## config.mk

```make
export PLATFORM = sky130hd
export DESIGN_NAME = fp_mult_client_flat
export DESIGN_NICKNAME = d
export VERILOG_FILES = /design/src/rtl/fp_mult_pkg.sv /design/src/rtl/fp_mult_client_if.sv /design/src/rtl/fp_tag_fifo.sv /design/src/rtl/fp_mult_client.sv /design/src/flat_wrapper.sv
export SDC_FILE = /design/constraint.sdc
export NUM_CORES = 1
export LEC_CHECK = 0
export CORE_ASPECT_RATIO = 1.5
export CORE_MARGIN = 5
export CORE_UTILIZATION = 45
export CTS_BUF_LIST = sky130_fd_sc_hd__clkbuf_2 sky130_fd_sc_hd__clkbuf_4 sky130_fd_sc_hd__clkbuf_8
export CTS_CLUSTER_DIAMETER = 200
export DETAILED_ROUTE_END_ITERATION = 16
export HOLD_SLACK_MARGIN = 0.1
export PLACE_DENSITY_LB_ADDON = 0.08
export SYNTH_ARGS = -nofsm -noshare
export SYNTH_HDL_FRONTEND = slang
export SYNTH_SLANG_ARGS = --single-unit
```

## constraint.sdc

```tcl
create_clock -name i_clk -period 3.8 [get_ports i_clk]
set_input_delay 0.95 -clock i_clk [delete_from_list [all_inputs] [get_ports i_clk]]
set_output_delay 0.95 -clock i_clk [all_outputs]
set_load 0.01 [all_outputs]
```

## src/rtl/fp_mult_pkg.sv

```systemverilog
// Shared types and widths for the fp_mult_sig client datapath.
// Holds the issue FSM encoding and the packed request record.
// Imported by the interface, the tag FIFO and the client top.
package fp_mult_pkg;

   localparam int FP_DATA_W = 32;
   localparam int FP_TAG_W  = 4;

   typedef enum logic {ST_IDLE, ST_SEND} issue_state_t;

   typedef struct packed {
      logic [FP_DATA_W-1:0] a;
      logic [FP_DATA_W-1:0] b;
      logic [FP_TAG_W-1:0]  tag;
   } mult_req_t;

endpackage

```

## src/rtl/fp_mult_client_if.sv

```systemverilog
// Bundle of the requester, operand, result and response channels.
// The slave modport is the client's view; master is the surrounding logic
// (requester, multiplier and response consumer seen as one environment).
interface fp_mult_client_if
   import fp_mult_pkg::*;
#(
   parameter int DATA_W = FP_DATA_W,
   parameter int TAG_W  = FP_TAG_W
);
   logic              req_valid;
   logic              req_ready;
   logic [DATA_W-1:0] req_a;
   logic [DATA_W-1:0] req_b;
   logic [TAG_W-1:0]  req_tag;

   logic              m_axis_a_tvalid;
   logic              m_axis_a_tready;
   logic [DATA_W-1:0] m_axis_a_tdata;
   logic              m_axis_b_tvalid;
   logic              m_axis_b_tready;
   logic [DATA_W-1:0] m_axis_b_tdata;

   logic              s_axis_result_tvalid;
   logic              s_axis_result_tready;
   logic [DATA_W-1:0] s_axis_result_tdata;

   logic              rsp_valid;
   logic              rsp_ready;
   logic [DATA_W-1:0] rsp_data;
   logic [TAG_W-1:0]  rsp_tag;

   modport slave (
      input  req_valid, req_a, req_b, req_tag,
      output req_ready,
      output m_axis_a_tvalid, m_axis_a_tdata, m_axis_b_tvalid, m_axis_b_tdata,
      input  m_axis_a_tready, m_axis_b_tready,
      input  s_axis_result_tvalid, s_axis_result_tdata,
      output s_axis_result_tready,
      output rsp_valid, rsp_data, rsp_tag,
      input  rsp_ready
   );

   modport master (
      output req_valid, req_a, req_b, req_tag,
      input  req_ready,
      input  m_axis_a_tvalid, m_axis_a_tdata, m_axis_b_tvalid, m_axis_b_tdata,
      output m_axis_a_tready, m_axis_b_tready,
      output s_axis_result_tvalid, s_axis_result_tdata,
      input  s_axis_result_tready,
      input  rsp_valid, rsp_data, rsp_tag,
      output rsp_ready
   );

endinterface

```

## src/rtl/fp_tag_fifo.sv

```systemverilog
// In-order tag FIFO tracking requests whose product has not come back yet.
// Latency: push visible at head one cycle later; head is read combinationally.
// Backpressure: push ignored when full, pop ignored when empty.
module fp_tag_fifo
   import fp_mult_pkg::*;
#(
   parameter int WIDTH = FP_TAG_W,
   parameter int DEPTH = 8
) (
   input  logic                    i_clk,
   input  logic                    i_rst,
   input  logic                    push_i,
   input  logic [WIDTH-1:0]        push_dat_i,
   input  logic                    pop_i,
   output logic [WIDTH-1:0]        pop_dat_o,
   output logic                    full_o,
   output logic                    empty_o,
   output logic [$clog2(DEPTH):0]  count_o
);
   localparam int AW = $clog2(DEPTH);

   logic [WIDTH-1:0] mem_q [DEPTH];
   logic [AW-1:0]    wr_ptr_q, rd_ptr_q;
   logic [AW:0]      count_q;
   logic             do_push, do_pop;

   assign full_o    = (count_q == (AW+1)'(DEPTH));
   assign empty_o   = (count_q == '0);
   assign do_push   = push_i && !full_o;
   assign do_pop    = pop_i && !empty_o;
   assign pop_dat_o = mem_q[rd_ptr_q];
   assign count_o   = count_q;

   // Storage has no reset: an entry is only read after it has been written.
   always_ff @(posedge i_clk) begin
      if (do_push) mem_q[wr_ptr_q] <= push_dat_i;
   end

   // Pointers wrap naturally because DEPTH is a power of two.
   always_ff @(posedge i_clk) begin
      if (i_rst) begin
         wr_ptr_q <= '0;
         rd_ptr_q <= '0;
         count_q  <= '0;
      end else begin
         if (do_push) wr_ptr_q <= wr_ptr_q + AW'(1);
         if (do_pop)  rd_ptr_q <= rd_ptr_q + AW'(1);
         case ({do_push, do_pop})
            2'b10:   count_q <= count_q + (AW+1)'(1);
            2'b01:   count_q <= count_q - (AW+1)'(1);
            default: count_q <= count_q;
         endcase
      end
   end

endmodule

```

## src/rtl/fp_mult_client.sv

```systemverilog
// Tagged request front-end for fp_mult_sig: issues A/B operands, returns products in order.
// Latency: operands valid 1 cycle after accept; response valid 1 cycle after result handshake.
// Backpressure: req_ready low while sending or DEPTH in flight; result tready low only while a response is stalled.
module fp_mult_client
   import fp_mult_pkg::*;
#(
   parameter int DATA_W = FP_DATA_W,
   parameter int TAG_W  = FP_TAG_W,
   parameter int DEPTH  = 8
) (
   input  logic                   i_clk,
   input  logic                   i_rst,
   fp_mult_client_if.slave        bus,
   output logic [$clog2(DEPTH):0] inflight,
   output logic                   err_orphan
);
   issue_state_t      state_q, state_d;
   logic              a_vld_q, a_vld_d, b_vld_q, b_vld_d;
   logic [DATA_W-1:0] a_dat_q, a_dat_d, b_dat_q, b_dat_d;
   logic              rsp_vld_q, rsp_vld_d;
   logic [DATA_W-1:0] rsp_dat_q, rsp_dat_d;
   logic [TAG_W-1:0]  rsp_tag_q, rsp_tag_d;
   logic              orphan_q, orphan_d;

   mult_req_t         req_w;
   logic              req_rdy;
   logic              tag_push, tag_pop, tag_full, tag_empty;
   logic [TAG_W-1:0]  head_tag;
   logic              res_rdy, res_hs;

   assign req_w = '{a: bus.req_a, b: bus.req_b, tag: bus.req_tag};

   fp_tag_fifo #(.WIDTH(TAG_W), .DEPTH(DEPTH)) u_tag_fifo (
      .i_clk      (i_clk),
      .i_rst      (i_rst),
      .push_i     (tag_push),
      .push_dat_i (req_w.tag),
      .pop_i      (tag_pop),
      .pop_dat_o  (head_tag),
      .full_o     (tag_full),
      .empty_o    (tag_empty),
      .count_o    (inflight)
   );

   // Issue FSM: accept one request, then hold each operand until its own handshake.
   always_comb begin
      state_d  = state_q;
      a_vld_d  = a_vld_q;
      b_vld_d  = b_vld_q;
      a_dat_d  = a_dat_q;
      b_dat_d  = b_dat_q;
      req_rdy  = 1'b0;
      tag_push = 1'b0;
      case (state_q)
         ST_IDLE: begin
            req_rdy = !tag_full;
            if (bus.req_valid && !tag_full) begin
               a_dat_d  = req_w.a;
               b_dat_d  = req_w.b;
               a_vld_d  = 1'b1;
               b_vld_d  = 1'b1;
               tag_push = 1'b1;
               state_d  = ST_SEND;
            end
         end
         ST_SEND: begin
            if (bus.m_axis_a_tready) a_vld_d = 1'b0;
            if (bus.m_axis_b_tready) b_vld_d = 1'b0;
            if (!a_vld_d && !b_vld_d) state_d = ST_IDLE;
         end
         default: state_d = ST_IDLE;
      endcase
   end

   // Issue-side registers.
   always_ff @(posedge i_clk) begin
      if (i_rst) begin
         state_q <= ST_IDLE;
         a_vld_q <= 1'b0;
         b_vld_q <= 1'b0;
         a_dat_q <= '0;
         b_dat_q <= '0;
      end else begin
         state_q <= state_d;
         a_vld_q <= a_vld_d;
         b_vld_q <= b_vld_d;
         a_dat_q <= a_dat_d;
         b_dat_q <= b_dat_d;
      end
   end

   // A result with no outstanding tag is always drained, so a stalled response never blocks it.
   assign res_rdy = !rsp_vld_q || bus.rsp_ready || tag_empty;
   assign res_hs  = bus.s_axis_result_tvalid && res_rdy;
   assign tag_pop = res_hs && !tag_empty;

   // Response register: a capture takes priority over the drain so back-to-back responses flow.
   always_comb begin
      rsp_vld_d = rsp_vld_q;
      rsp_dat_d = rsp_dat_q;
      rsp_tag_d = rsp_tag_q;
      orphan_d  = orphan_q;
      if (rsp_vld_q && bus.rsp_ready) rsp_vld_d = 1'b0;
      if (tag_pop) begin
         rsp_vld_d = 1'b1;
         rsp_dat_d = bus.s_axis_result_tdata;
         rsp_tag_d = head_tag;
      end
      if (res_hs && tag_empty) orphan_d = 1'b1;
   end

   // Result-side registers; err_orphan is cleared only by reset.
   always_ff @(posedge i_clk) begin
      if (i_rst) begin
         rsp_vld_q <= 1'b0;
         rsp_dat_q <= '0;
         rsp_tag_q <= '0;
         orphan_q  <= 1'b0;
      end else begin
         rsp_vld_q <= rsp_vld_d;
         rsp_dat_q <= rsp_dat_d;
         rsp_tag_q <= rsp_tag_d;
         orphan_q  <= orphan_d;
      end
   end

   assign bus.req_ready            = req_rdy;
   assign bus.m_axis_a_tvalid      = a_vld_q;
   assign bus.m_axis_a_tdata       = a_dat_q;
   assign bus.m_axis_b_tvalid      = b_vld_q;
   assign bus.m_axis_b_tdata       = b_dat_q;
   assign bus.s_axis_result_tready = res_rdy;
   assign bus.rsp_valid            = rsp_vld_q;
   assign bus.rsp_data             = rsp_dat_q;
   assign bus.rsp_tag              = rsp_tag_q;
   assign err_orphan               = orphan_q;

endmodule
```

## src/flat_wrapper.sv

```systemverilog
// flat-port wrapper written by rule: the top's interface ports become plain ports
module fp_mult_client_flat import fp_mult_pkg::*;
#(
   parameter int DATA_W = FP_DATA_W,
   parameter int TAG_W  = FP_TAG_W,
   parameter int DEPTH  = 8
)
  (i_clk, i_rst, inflight, err_orphan, bus_req_valid, bus_req_a, bus_req_b, bus_req_tag, bus_req_ready, bus_m_axis_a_tvalid, bus_m_axis_a_tdata, bus_m_axis_b_tvalid, bus_m_axis_b_tdata, bus_m_axis_a_tready, bus_m_axis_b_tready, bus_s_axis_result_tvalid, bus_s_axis_result_tdata, bus_s_axis_result_tready, bus_rsp_valid, bus_rsp_data, bus_rsp_tag, bus_rsp_ready);
  fp_mult_client_if #(.DATA_W(DATA_W), .TAG_W(TAG_W)) bus_i ();
  input  logic i_clk;
  input  logic i_rst;
  output logic [$clog2(DEPTH):0] inflight;
  output logic err_orphan;
  input wire logic [$bits(bus_i.req_valid)-1:0] bus_req_valid;
  input wire logic [$bits(bus_i.req_a)-1:0] bus_req_a;
  input wire logic [$bits(bus_i.req_b)-1:0] bus_req_b;
  input wire logic [$bits(bus_i.req_tag)-1:0] bus_req_tag;
  output wire logic [$bits(bus_i.req_ready)-1:0] bus_req_ready;
  output wire logic [$bits(bus_i.m_axis_a_tvalid)-1:0] bus_m_axis_a_tvalid;
  output wire logic [$bits(bus_i.m_axis_a_tdata)-1:0] bus_m_axis_a_tdata;
  output wire logic [$bits(bus_i.m_axis_b_tvalid)-1:0] bus_m_axis_b_tvalid;
  output wire logic [$bits(bus_i.m_axis_b_tdata)-1:0] bus_m_axis_b_tdata;
  input wire logic [$bits(bus_i.m_axis_a_tready)-1:0] bus_m_axis_a_tready;
  input wire logic [$bits(bus_i.m_axis_b_tready)-1:0] bus_m_axis_b_tready;
  input wire logic [$bits(bus_i.s_axis_result_tvalid)-1:0] bus_s_axis_result_tvalid;
  input wire logic [$bits(bus_i.s_axis_result_tdata)-1:0] bus_s_axis_result_tdata;
  output wire logic [$bits(bus_i.s_axis_result_tready)-1:0] bus_s_axis_result_tready;
  output wire logic [$bits(bus_i.rsp_valid)-1:0] bus_rsp_valid;
  output wire logic [$bits(bus_i.rsp_data)-1:0] bus_rsp_data;
  output wire logic [$bits(bus_i.rsp_tag)-1:0] bus_rsp_tag;
  input wire logic [$bits(bus_i.rsp_ready)-1:0] bus_rsp_ready;
  assign bus_i.req_valid = bus_req_valid;
  assign bus_i.req_a = bus_req_a;
  assign bus_i.req_b = bus_req_b;
  assign bus_i.req_tag = bus_req_tag;
  assign bus_req_ready = bus_i.req_ready;
  assign bus_m_axis_a_tvalid = bus_i.m_axis_a_tvalid;
  assign bus_m_axis_a_tdata = bus_i.m_axis_a_tdata;
  assign bus_m_axis_b_tvalid = bus_i.m_axis_b_tvalid;
  assign bus_m_axis_b_tdata = bus_i.m_axis_b_tdata;
  assign bus_i.m_axis_a_tready = bus_m_axis_a_tready;
  assign bus_i.m_axis_b_tready = bus_m_axis_b_tready;
  assign bus_i.s_axis_result_tvalid = bus_s_axis_result_tvalid;
  assign bus_i.s_axis_result_tdata = bus_s_axis_result_tdata;
  assign bus_s_axis_result_tready = bus_i.s_axis_result_tready;
  assign bus_rsp_valid = bus_i.rsp_valid;
  assign bus_rsp_data = bus_i.rsp_data;
  assign bus_rsp_tag = bus_i.rsp_tag;
  assign bus_i.rsp_ready = bus_rsp_ready;
  fp_mult_client #(.DATA_W(DATA_W), .TAG_W(TAG_W), .DEPTH(DEPTH)) u_core (.i_clk(i_clk), .i_rst(i_rst), .bus(bus_i), .inflight(inflight), .err_orphan(err_orphan));
endmodule
```

* Yosys cells after proc, flatten, opt, wreduce, memory -nomap -nowiden
Memories as Yosys holds them, arrays and structs flattened. A register that Yosys moved wholly into a read port is not among the register bits.
Cells that the tools add are included.
** Word-level totals
- Memories kept :: 1
- Register bits after elaboration :: 111
- Bits of input ports :: 107
- RAM bits :: 32
** Memory list
- u_core.u_tag_fifo.mem_q :: words 8, width 4, read ports 1, clocked after Yosys merged registers in 1, wr ports 1, line fp_tag_fifo.sv:22 : logic [WIDTH-1:0] mem_q [DEPTH];
** Operators by class
- Add/subtract/negate cells :: 4
- Bitwise operators :: 1
- Reduce and logical (&&, ||, !) cells :: 19
- Equality and inequality tests :: 4
- Muxes and demuxes :: 17
** Operators with widths (number)
- two-way mux 1 bit :: 13
- logical AND 1 bit :: 8
- one-hot mux 4 bit (2 select lines) :: 1
- adder 3 x 1 -> 3 bit, second input constant :: 2
- one-hot mux 1 bit (2 select lines) :: 3
- zero test 1 bit :: 5
- adder 4 x 1 -> 4 bit, second input constant :: 1
- equality test 4 bit, second input constant :: 1
- zero test 4 bit :: 1
- nonzero test 2 bit :: 2
- subtractor 4 x 1 -> 4 bit, second input constant :: 1
- equality test 2 x 1 -> 1 bit, second input constant :: 1
- equality test 2 bit, second input constant :: 1
- logical OR 1 bit :: 2
- != test 2 x 1 -> 1 bit, second input constant :: 1
- AND reduction 2 bit :: 1
- NOT 1 bit :: 1

* Longest topological paths before layout
- Word-level depth :: 8
- Depth in mapped cells :: 13
- Gate-level depth less buffers :: 10

* Hierarchy
From an unflattened synthesis, not the netlist that was laid out.
** Second synthesis, totals
- Cell total of the unflattened synthesis :: 578
- Area, all modules :: 5968.2 sq um
** Modules (own cells, without submodules)
- fp_mult_client :: area an instance 4068.9 sq um, instances 1, cells each 458
- fp_tag_fifo :: area an instance 1899.3 sq um, instances 1, cells each 120

* Worst setup path after synthesis
Ideal clock, no wire load.
- Kind :: input port to flip-flop
- From :: input port bus_rsp_ready
- To :: register u_core.u_tag_fifo.count_q[3], in the netlist u_core.u_tag_fifo.count_o[3]
- Path buffers :: 2
- Slack :: 798 ps
- Arrival :: 2881 ps
- Data required time :: 3679 ps
- Setup time :: 121 ps
- Cell stages on the path :: 10
- Cell sequence :: nand2b_1 nand3_2 inv_2 clkbuf_1 ha_1 clkbuf_1 nor4b_1 o21ai_0 o31ai_1 mux2_2
** On the way
- Word-level cells in the longest chain between the ends :: 7
** Ends and longest elaborated chain
- start: declaration :: line flat_wrapper.sv:31 : input wire logic [$bits(bus_i.rsp_ready)-1:0] bus_rsp_ready;
- logical OR 1 bit * (2 in series) :: line fp_mult_client.sv:93 : assign res_rdy = !rsp_vld_q || bus.rsp_ready || tag_empty;
- logical AND 1 bit * :: line fp_mult_client.sv:94 : assign res_hs = bus.s_axis_result_tvalid && res_rdy;
- logical AND 1 bit * :: line fp_mult_client.sv:95 : assign tag_pop = res_hs && !tag_empty;
- logical AND 1 bit * :: line fp_tag_fifo.sv:30 : assign do_pop = pop_i && !empty_o;
- equality test 2 x 1 -> 1 bit or equality test 2 bit (tied branches) :: line fp_tag_fifo.sv:48 : case ({do_push, do_pop})
- one-hot mux 4 bit (2 select lines) or nonzero test 2 bit (tied branches)
- end signal: assignment :: line fp_tag_fifo.sv:49 : 2'b10: count_q <= count_q + (AW+1)'(1);
- end signal: assignment :: line fp_tag_fifo.sv:50 : 2'b01: count_q <= count_q - (AW+1)'(1);
- end signal: assignment :: line fp_tag_fifo.sv:51 : default: count_q <= count_q;
- end: declaration :: line fp_tag_fifo.sv:24 : logic [AW:0] count_q;
Every way passes the cells marked *; elsewhere a longest branch is shown, timed or not.
A chain may end at the register's enable or synchronous reset.

* Final worst setup path
- From :: input port bus_rsp_ready
- To :: output port bus_s_axis_result_tready
** On the way
- Word-level cells in the longest chain between the ends :: 2
** Ends and longest elaborated chain
- logical OR 1 bit (2 in series) :: line fp_mult_client.sv:93
- end: declaration :: line flat_wrapper.sv:27 : output wire logic [$bits(bus_i.s_axis_result_tready)-1:0] bus_s_axis_result_tready;
No other way between the ends.

==> results.md <==
* Number of synthesized register bits at 147
* Cts repair resizes at 0
* IO Pins at 217
* Top FF cell, synth: dfxtp_1
* Die width at 100.0 um
* Synthesized cell area at 5470 um2
* Req. time, crit path at 2.85 ns
* Clock sinks at 147
* Largest net degree at the start of global routing at 68
* Worst hold stages at 2
* Total global routing overflow at 0
* Dpl cell area at 7616 um2
* Vias in the first global route at 4,625
* Setup TNS Final at 0 ns
* Post-synth EDFFs at 32
* Initial core utilization at 45.76%
* Later-pin clock latency in the skew report at 0.44 ns
* Unique masters post-synth at 37
* Final #Nets at 887
* Root Buffer: clkbuf_8
* Yosys warns at 0
* ANT nets after route at 0
* Layout cells sized above 1 at 6.980%
* Footprint of the multi-input gates at 1914 um2
* Slew @ Worst Pin at 0.8534 ns
* Most common cell after layout, fill and taps aside: clkdlybuf4s50_1
* Gr usage total at 19.71%
* Crit Path Class: in2out
* Leak pwr at 2.892 nW
* Fin. Hold Viols at 0
* Die ar. at 14,510 um2
* Routed len/inst at 15.43 um
* Final Slew Violations at 0
* Mapped Nets at 686
* Critical Path End Type: primary output
* Setup bufs post-CTS at 0
* Antenna violations before repair at 0
* RSZ-0062 raised after global routing: no
* First-iteration detailed-routing DRC count at 173
* Gpl congestion at 0.7809
* Largest cells by area after synthesis: dfxtp_1 42%, edfxtp_1 18%, nand2_1 14%
* First-pass GRT wire length at 22,800 um
* CTS Buf Count at 17
* Via count at 4,629
* Synth area leader: dfxtp_1
* Total power at 4.641 mW
* Hpwl dp at 10,540 um
* Die height at 145.0 um
* Worst EP arrival at 2.30 ns
* Worst Reg-to-Reg Cells at 8
* Maximum vdd ir drop at 350.7 uV
* Clock transition at path regs at 0.08 ns
* Top cell type's share of synthesized area at 42.09%
* Final WL at 14,520 um
* Row count at 49
* Worst Path Max Fanout at 6
* CTS tree: built
* Ys async rst share at 0%
* Worst Setup Start Kind: primary input
* Number of remaining DRC errors at 0
* Fin crit period at 3.254 ns
* Via/cell ratio at 4.919
* Fill cells at 972
* Port buffer count at 216
* Sequential area share after synthesis at 59.65%
* CTS Buffer Depth at 2
* Hold_buf cts at 0
* Mean Syn Cell Area at 9.530 um2
* HP Class: reg2reg
* Max Clock Skew at 0.01589 ns
* Fin crit share at 85.63%
* Max Cap Viol at 0
* Fmax at 0.3073 GHz
* Pwr/cell area at 576.4 nW/um2
* N_diodes at 0
* Htree depth at 4
* Most frequent cells in the layout: 215 x clkdlybuf4s50_1, 203 x nand2_1, 115 x dfxtp_1
* Cell area after layout at 8053 um2
* Final setup violation count at 0
* Mapped Cells at 574
* Router iterations before antenna repair at 4
* Reg area at 3263 um2
* Core area at 11,960 um2
* Worst relative slew slack at 42.30%
* Status: finished clean
* Area growth syn-to-layout at 47.21%
synth_stat cells (2+ instances only):
library cell	number
a21oi_1	104
buf_2	6
buf_6	13
clkbuf_1	21
dfxtp_1	115
edfxtp_1	32
ha_1	5
inv_1	4
mux4_2	8
nand2_1	203
nand2b_1	2
nand4_1	3
nor2_1	14
nor2b_1	2
nor3_1	6
nor3b_1	2
nor4b_1	3
o21ai_0	3
o22ai_1	5
xnor2_1	2
xor2_1	5
registers in the layout (all words and copies together), names as in the netlist:
| signal | flops |
|---|---|
| u_core.state_q | 1 |
| u_core.u_tag_fifo.count_o | 4 |
| u_core.bus.rsp_data | 32 |
| u_core.u_tag_fifo.rd_ptr_q | 3 |
| u_core.err_orphan | 1 |
| u_core.bus.m_axis_a_tdata | 32 |
| u_core.bus.m_axis_b_tvalid | 1 |
| u_core.bus.rsp_tag | 4 |
| u_core.u_tag_fifo.mem_q | 32 |
| u_core.bus.rsp_valid | 1 |
| u_core.bus.m_axis_a_tvalid | 1 |
| u_core.bus.m_axis_b_tdata | 32 |
| u_core.u_tag_fifo.wr_ptr_q | 3 |
per-stage QoR:
step                setup slack (ns)  hold WS, ns  util, %  cells
CTS                           0.5439       0.4561    67.36    941
floorplan                     0.7984       0.4611        -    574
global placement              0.5798       0.4410    63.70    909
global route                  0.4873       0.4733    67.36    941
detailed placement            0.5527       0.4467    63.70    909
finish                        0.5461       0.4549    67.36    941
report_power, final:
| group | internal (mW) | total (mW) | switching (mW) |
|---|---|---|---|
| registers | 1.82 | 1.98 | 0.155 |
| clock network | 0.740 | 1.32 | 0.576 |
| logic | 0.693 | 1.35 | 0.656 |
| total | 3.26 | 4.64 | 1.39 |
kinds of logic (layout without fill, tap and decap cells):
logic type / after synthesis / count (layout) / synth area share [%]
AO/OA/AOI/OAI: 114 / 114 / 10.66
XOR/XNOR: 7 / 7 / 1.121
adder cells (fa/ha/maj): 5 / 5 / 1.144
buffers and inverters: 47 / 261 / 5.375
flip-flops: 147 / 147 / 59.65
multiplexers: 10 / 10 / 3.682
AND/OR/NAND/NOR: 244 / 244 / 18.37
per-layer routing:
metal | GRT usage, % | wire length (um) | vias up
met4 | 7.080 | 405 | 0
li1 | - | - | 2311
met1 | 20.17 | 5319 | 2126
met2 | 35.29 | 7626 | 168
met5 | 0 | 0 | -
met3 | 8.309 | 1164 | 24
worst paths after layout:
kind	startpoint	end	slack, ns
setup / recovery	bus_rsp_ready	bus_s_axis_result_tready	0.55
setup reg to reg	u_core.u_tag_fifo.count_o[1]	u_core.u_tag_fifo.count_o[3]	1.13
hold / removal	u_core.bus.rsp_data[14]	u_core.bus.rsp_data[14]	0.45
hold reg to reg	u_core.bus.rsp_data[14]	u_core.bus.rsp_data[14]	0.45
critical path: stages:
cell and delay (ns):
clkdlybuf4s50_1 0.45, nand2b_1 0.22, nand2b_1 0.15, clkdlybuf4s50_1 0.54
cell type report:
type | instances | share of cell area [%]
Tap cell | 153 | 2.377
Timing Repair Buffer | 223 | 27.47
Sequential cell | 147 | 40.52
Clock inverter | 12 | 2.237
Inverter | 6 | 0.4351
Clock buffer | 20 | 3.185
Multi-Input combinational cell | 380 | 23.77
Note: power is estimated with default switching activity, not from simulation.
